$ cat src/rtl/mips_mc_ctrl.sv
// Multi-cycle MIPS control FSM: sequences fetch/decode/execute/memory/writeback,
// with a memory-ready watchdog and a retired-instruction counter.
module mips_mc_ctrl #(
  parameter int unsigned TIMEOUT = 255,
  parameter int unsigned CNT_W   = 32
) (
  input  logic             clk,
  input  logic             rst_n,
  input  logic [5:0]       opcode,
  input  logic             mem_ready,
  output logic             pc_write,
  output logic             ir_write,
  output logic             mem_read,
  output logic             mem_write,
  output logic             iord,
  output logic             reg_write,
  output logic [1:0]       reg_dst,
  output logic [1:0]       wb_sel,
  output logic [1:0]       pc_src,
  output logic [1:0]       alu_op,
  output logic             illegal_op,
  output logic             mem_err,
  output logic             instr_done,
  output logic [CNT_W-1:0] retired,
  output logic [3:0]       state
);

  localparam int unsigned WD_W = 8;
  localparam bit          WD_EN = (TIMEOUT != 0);
  localparam logic [WD_W-1:0] WD_LAST = WD_W'((TIMEOUT == 0) ? 0 : TIMEOUT - 1);

  localparam logic [5:0] OP_ALU  = 6'h00;
  localparam logic [5:0] OP_J    = 6'h02;
  localparam logic [5:0] OP_JAL  = 6'h03;
  localparam logic [5:0] OP_ADDI = 6'h08;
  localparam logic [5:0] OP_LW   = 6'h23;
  localparam logic [5:0] OP_SW   = 6'h2B;

  typedef enum logic [3:0] {
    S_RST     = 4'd0,
    S_FETCH   = 4'd1,
    S_DECODE  = 4'd2,
    S_MEMADDR = 4'd3,
    S_MEMRD   = 4'd4,
    S_MEMWB   = 4'd5,
    S_MEMWR   = 4'd6,
    S_EXEC    = 4'd7,
    S_ALUWB   = 4'd8,
    S_ADDIEX  = 4'd9,
    S_ADDIWB  = 4'd10,
    S_JUMP    = 4'd11,
    S_JAL     = 4'd12
  } state_t;

  state_t          state_q, state_d;
  logic [WD_W-1:0] wd_q, wd_d;
  logic            wd_wait, wd_exp;
  logic            retire, illegal, timeout;

  logic            mem_read_d, mem_write_d, iord_d, reg_write_d;
  logic [1:0]      reg_dst_d, wb_sel_d, pc_src_d, alu_op_d;
  logic            pcw_d, pcw_q, fetch_d, fetch_q;

  // Watchdog only runs in states that wait on mem_ready
  assign wd_wait = (state_q == S_FETCH) || (state_q == S_MEMRD) || (state_q == S_MEMWR);
  assign wd_exp  = WD_EN && wd_wait && !mem_ready && (wd_q == WD_LAST);

  always_ff @(posedge clk or negedge rst_n) begin
    if (!rst_n) begin
      state_q <= S_RST;
      wd_q    <= '0;
    end else begin
      state_q <= state_d;
      wd_q    <= wd_d;
    end
  end

  // Next-state, watchdog and event decode
  always_comb begin
    state_d = state_q;
    wd_d    = wd_q;
    retire  = 1'b0;
    illegal = 1'b0;
    timeout = 1'b0;
    case (state_q)
      S_RST:   state_d = S_FETCH;
      S_FETCH: begin
        if (mem_ready) state_d = S_DECODE;
        else if (wd_exp) begin
          state_d = S_FETCH;
          timeout = 1'b1;
        end
      end
      S_DECODE: begin
        case (opcode)
          OP_LW, OP_SW: state_d = S_MEMADDR;
          OP_ADDI:      state_d = S_ADDIEX;
          OP_ALU:       state_d = S_EXEC;
          OP_J:         state_d = S_JUMP;
          OP_JAL:       state_d = S_JAL;
          default: begin
            state_d = S_FETCH;
            illegal = 1'b1;
          end
        endcase
      end
      S_MEMADDR: state_d = (opcode == OP_LW) ? S_MEMRD : S_MEMWR;
      S_MEMRD: begin
        if (mem_ready) state_d = S_MEMWB;
        else if (wd_exp) begin
          state_d = S_FETCH;
          timeout = 1'b1;
        end
      end
      S_MEMWR: begin
        if (mem_ready) begin
          state_d = S_FETCH;
          retire  = 1'b1;
        end else if (wd_exp) begin
          state_d = S_FETCH;
          timeout = 1'b1;
        end
      end
      S_EXEC:   state_d = S_ALUWB;
      S_ADDIEX: state_d = S_ADDIWB;
      S_MEMWB, S_ALUWB, S_ADDIWB, S_JUMP, S_JAL: begin
        state_d = S_FETCH;
        retire  = 1'b1;
      end
      default: state_d = S_RST;
    endcase
    // Any state entry (including FETCH re-entry on timeout) restarts the count
    if ((state_d != state_q) || timeout) wd_d = '0;
    else if (wd_wait && !mem_ready) wd_d = wd_q + WD_W'(1);
  end

  // Moore outputs decoded from the upcoming state so they leave a flop
  always_comb begin
    mem_read_d  = 1'b0;
    mem_write_d = 1'b0;
    iord_d      = 1'b0;
    reg_write_d = 1'b0;
    reg_dst_d   = 2'd0;
    wb_sel_d    = 2'd0;
    pc_src_d    = 2'd0;
    alu_op_d    = 2'd0;
    pcw_d       = 1'b0;
    fetch_d     = 1'b0;
    case (state_d)
      S_FETCH: begin
        mem_read_d = 1'b1;
        fetch_d    = 1'b1;
      end
      S_MEMRD: begin
        mem_read_d = 1'b1;
        iord_d     = 1'b1;
      end
      S_MEMWB: begin
        reg_write_d = 1'b1;
        wb_sel_d    = 2'd1;
      end
      S_MEMWR: begin
        mem_write_d = 1'b1;
        iord_d      = 1'b1;
      end
      S_EXEC:   alu_op_d = 2'd1;
      S_ALUWB: begin
        reg_write_d = 1'b1;
        reg_dst_d   = 2'd1;
      end
      S_ADDIWB: reg_write_d = 1'b1;
      S_JUMP: begin
        pcw_d    = 1'b1;
        pc_src_d = 2'd1;
      end
      S_JAL: begin
        pcw_d       = 1'b1;
        pc_src_d    = 2'd2;
        reg_write_d = 1'b1;
        reg_dst_d   = 2'd2;
        wb_sel_d    = 2'd2;
      end
      default: ;
    endcase
  end

  always_ff @(posedge clk or negedge rst_n) begin
    if (!rst_n) begin
      mem_read   <= 1'b0;
      mem_write  <= 1'b0;
      iord       <= 1'b0;
      reg_write  <= 1'b0;
      reg_dst    <= 2'd0;
      wb_sel     <= 2'd0;
      pc_src     <= 2'd0;
      alu_op     <= 2'd0;
      pcw_q      <= 1'b0;
      fetch_q    <= 1'b0;
      illegal_op <= 1'b0;
      mem_err    <= 1'b0;
      instr_done <= 1'b0;
      retired    <= '0;
    end else begin
      mem_read   <= mem_read_d;
      mem_write  <= mem_write_d;
      iord       <= iord_d;
      reg_write  <= reg_write_d;
      reg_dst    <= reg_dst_d;
      wb_sel     <= wb_sel_d;
      pc_src     <= pc_src_d;
      alu_op     <= alu_op_d;
      pcw_q      <= pcw_d;
      fetch_q    <= fetch_d;
      illegal_op <= illegal;
      mem_err    <= timeout;
      instr_done <= retire;
      if (retire) retired <= retired + CNT_W'(1);
    end
  end

  // IR/PC load in FETCH only happens on the cycle memory delivers the word
  assign ir_write = fetch_q & mem_ready;
  assign pc_write = pcw_q | (fetch_q & mem_ready);
  assign state    = state_q;

endmodule

$ cat config.mk
export PLATFORM = sky130hd
export DESIGN_NAME = mips_mc_ctrl
export DESIGN_NICKNAME = d
export VERILOG_FILES = /design/src/rtl/mips_mc_ctrl.sv
export SDC_FILE = /design/constraint.sdc
export NUM_CORES = 1
export LEC_CHECK = 0
export CAP_MARGIN = 20
export CORE_ASPECT_RATIO = 1.75
export CORE_MARGIN = 5
export CORE_UTILIZATION = 55
export CTS_CLUSTER_DIAMETER = 200
export CTS_CLUSTER_SIZE = 24
export DETAILED_ROUTE_END_ITERATION = 6
export GPL_TIMING_DRIVEN = 0
export PLACE_DENSITY = 0.9
export REMOVE_ABC_BUFFERS = 1
export SLEW_MARGIN = 20
export SYNTH_ARGS = -nofsm -noshare
export SYNTH_HDL_FRONTEND = slang
export SYNTH_SLANG_ARGS = --single-unit
$ cat constraint.sdc
create_clock -name clk -period 5.55 [get_ports clk]
set_input_delay 1.11 -clock clk [delete_from_list [all_inputs] [get_ports clk]]
set_output_delay 1.11 -clock clk [all_outputs]
set_load 0.02 [all_outputs]
==> Word level (Yosys, flattened, before mapping) <==
Index checks and enable logic that the tools add are counted.
{ "totals": {"reg_bits": 61, "output_inout_bits": 53, "elab_cells": 92} }
{ "classes": {"addsub": 2, "eq_ne": 28, "n_mux": 26, "bitwise": 2, "n_reduce_logical": 18} }
{ "op_table": {"columns": ["operator", "count"], "rows": [
  ["== test 4 bit, second input constant", 9],
  ["adder 32 x 1 -> 32 bit, second input constant", 1],
  ["== test 4 x 3 -> 1 bit, second input constant", 8],
  ["case mux 4 bit (8 select lines)", 1],
  ["case mux 4 bit (5 select lines)", 1],
  ["2-to-1 mux 4 bit", 4],
  ["2-to-1 mux 8 bit", 2],
  ["2-to-1 mux 1 bit", 13],
  ["== test 6 x 2 -> 1 bit, second input constant", 2],
  ["== test 6 bit, second input constant", 2],
  ["case mux 2 bit (2 select lines)", 3],
  ["OR reduction 6 bit", 2],
  ["adder 8 x 1 -> 8 bit, second input constant", 1],
  ["== test 4 x 1 -> 1 bit, second input constant", 2],
  ["== test 4 x 2 -> 1 bit, second input constant", 2],
  ["== test 8 bit, second input constant", 1],
  ["OR reduction 2 bit", 4],
  ["== test 6 x 4 -> 1 bit, second input constant", 1],
  ["logical NOT 6 bit", 1],
  ["OR reduction 5 bit", 1],
  ["logical NOT 4 bit", 1],
  ["!= test 4 bit", 1],
  ["OR reduction 4 bit", 1],
  ["logical OR 1 bit", 3],
  ["8 further kinds", 9]
]} }

==> Depth between registers and ports, before layout <==
{ "depth": {"word_depth": 11, "depth_mapped": 8, "mapped_depth_nobuf": 8} }

==> Worst setup path before layout <==
OpenSTA, ideal clock, no wires.
{ "synth_path": {"path_kind": "input -> output", "start": "in mem_ready", "end": "out pc_write", "t_arrival_ns": 1.816, "t_required_ns": 4.440, "slack_ns": 2.624, "cell_stages": 3, "cell_sequence": "buf_2 > and2_1 > or2_2"} }
{ "synth_via": {"elab_chain_cells": 2} }
{ "synth_rtl": {"columns": ["element", "line", "rtl"], "rows": [
  ["from (decl)", "10", "input logic mem_ready,"],
  ["AND 1 bit", null, null],
  ["named net ir_write", "12", "output logic ir_write,"],
  ["bitwise OR 1 bit", "223", "assign pc_write = pcw_q | (fetch_q & mem_ready);"],
  ["to (decl)", "11", "output logic pc_write,"]
]} }
The timed path passes the listed nets, and every way through them passes these cells.

==> Worst setup path after layout <==
{ "layout_path": {"start": "in mem_ready", "end": "out pc_write"} }
{ "layout_via": {"elab_chain_cells": 2} }
{ "layout_rtl": {"columns": ["element", "line"], "rows": [
  ["AND 1 bit", "223"],
  ["bitwise OR 1 bit", "223"]
]} }
No other way between the ends.

==> results.md <==
- Post-layout nets: around 360
- Slew margin rel.: approximately 48%
- Top-count cell post-synth: dfrtp_1
- VDD IR max: 0.2575 mV
- Flop pwr share: a little under two fifths
- Via count: around 2400
- Max-Cap Viols: 0
- DRC: 0
- Top-area cell type share of the netlist area: a little under half
- Initial antenna violation count: 0
- Fmax: between 0.2 and 0.3 GHz
- Drt initial violations: ~140
- Pre-antenna DRT Iters: 4
- Area delta synth->final: 27.70%
- RSZ-0062 raised after global routing: false
- CTS Buf Count: 9
- Total setup buffers inserted after CTS: 0
- TNS Setup: 0 ps
- Status: finished clean
- Buffers on Ports: 60
- Routed WL: approximately 6700 um
- Crit path required time: between 4000 and 5000 ps
- Boundary Pins: 62
- Seq/Total Area, Yosys: between 40% and 50%
- P_sw: roughly 0.54 mW
- TritonCTS clock tree: built
- Tcrit/Tclk final: 69.76%
- Detail Placement HPWL: a little under 5000 um
- Critical Path Fanout Max: 9
- Unique masters post-synth: 58
- Part of the power in combinational logic: 34.7%
- Final Skew: between 10 and 15 ps
- Yosys warning count: 0
- Worst setup SP type: input pin
- Final core utilization: between 70% and 80%
- Clock sink total: 58
- Syn Area/Cell: 10.48 sq um
- Asr flop ratio synth: 100.0%
- Final min period: between 3000 and 4000 ps
- Hold_ws: 469.9 ps
- Net Sw Frac: 35.51%
- # H-tree levels: 3
- CTS Buffer Depth: 2
- Flops & latches, synth: 58
- WP data arrival: approximately 2800 ps
- Ys flop type: dfrtp_1
- Total global-route track usage: between 10% and 20%
- Hold buffer count at cts: 0
- CP endpoint kind: primary output
- DIE HEIGHT: between 100 and 150 um
- Clock root buffer: clkbuf_8
- First-pass GRT wire length: around 11000 um
- Clock transition at the registers of the reported paths: 60 ps
- Antenna viol nets, final: 0
- Rows: 35
- Number of flops mapped to enable cells by yosys: 0
- Internal Power: around 1 mW
- Worst-Skew Late Latency: approximately 330 ps
- Grt ovf: 0
- Clock Power Share: 28.2%
- Synth area leaders: dfrtp_1, xor2_1, xnor2_1
- Power density over cell area: slightly below 400 nW/um^2
- Final worst setup slack: approximately 1700 ps
- Syn Inst Count: a little under 300
- Placed cells: slightly above 400
- Routability Congestion: 0.8121
- Vias in the first global route: 2373
- Via density: around 5.6
- Hold crit path type: reg2reg
- Initial core utilization: approximately 57%
- Post_cts resized: 0
- Final number of hold-violating endpoints: 0
- CORE AREA: about 5300 sq um
- Crit path kind: in2out
- Synthesized area: ~3000 sq um
- Antenna cells: 0
- Synth cell count leaders: dfrtp_1, nor3_1, xor2_1
- Setup violators final: 0
- Actual slew at the worst max-slew pin: 775.8 ps
- Final Max Tran Viols: 0
- Synth area leader: dfrtp_1
- Die Wd: about 66 um
- Finished Layout Cells: 427
- DIE AREA: roughly 7000 sq um
- Layout cells sized above 1: ~11%
- Largest net degree at the start of global routing: 59
- Total leakage power: 1.684 nW
- Wire length per cell: 15.58 um
- Dpl ws: between 1500 and 2000 ps
## area by class of cell
cell class	count	area, sq um
clock buffer	13	158.9
multi-input combinational	210	1484
timing repair buffer	60	598.1
sequential	58	1451
fill	400	1460
clock inverter	2	60.06
tap	74	92.59
inverter	10	37.54
## power by group through the flow
stage / registers (mW) / logic [mW] / clock network [mW]
finish: 0.569 / 0.533 / 0.432
global route: 0.582 / 0.574 / 0.454
CTS: 0.569 / 0.536 / 0.438
detailed placement: 0.575 / 0.531 / 0
global placement: 0.573 / 0.518 / 0
floorplan: 0.614 / 0.296 / 0
## worst paths after layout
kind | depth (start not counted) | end | from | slack (ps)
min in group asynchronous | 1 | instr_done | rst_n | 830
max reg2reg | 5 | retired[15] | state[1] | 3280
max in group asynchronous | 1 | retired[27] | rst_n | 4240
min | 1 | retired[31] | retired[31] | 470
max | 4 | pc_write | mem_ready | 1680
min reg2reg | 1 | retired[31] | retired[31] | 470
## cells in the final DEF, fill, tap and decap left out, drive strengths merged, types with 2 or more instances in the layout
master	count
or2	2
clkbuf	13
clkdlybuf4s50	59
inv	10
a2111oi	3
nand2b	6
nand3	13
nor4	10
o211ai	5
xnor2	15
a211oi	2
nand4	9
dfrtp	58
nor3b	2
nor4b	4
nand2	20
and3	6
a21oi	8
and2	2
nor2	24
a22oi	2
a31oi	3
ha	3
o21ai	5
xor2	24
bufinv	2
nor3	24
## worst max-delay path, stage by stage
cell and delay [ps]:
clkdlybuf4s50_1 590, and2_1 260, or2_2 270, clkdlybuf4s50_1 540
## flip-flops by register name, indices dropped and copies added, names as in the netlist, 2 cells and up
register,cells
reg_dst,2
retired,32
state,4
wd_q,8
## per-layer routing
metal	GRT usage (%)	vias up	wire length [um]
li1	-	1148	-
met4	8.285	0	115
met1	22.12	1171	2514
met3	4.574	9	300
met5	0	-	0
met2	35.54	73	3723
## per-stage QoR
stage	power [mW]	cell area [sq um]
final	1.534	3882
after CTS	1.542	3882
after global placement	1.091	3666
after global routing	1.610	3882
after floorplan	0.9104	2973
after detailed placement	1.106	3664
## kinds of logic after synthesis
group / count (synthesis) / share of synthesized area [%]
and+or+nand+nor: 128 / 24.40
DFF: 58 / 47.74
xor gates and xnor gates: 39 / 11.23
AOI/OAI and AO/OA: 38 / 11.44
buffers and inverters: 22 / 3.457
adders and majority gates: 3 / 1.235
other: 1 / 0.1233
muxes: 1 / 0.3703
Note: power is estimated with default switching activity, not from simulation.
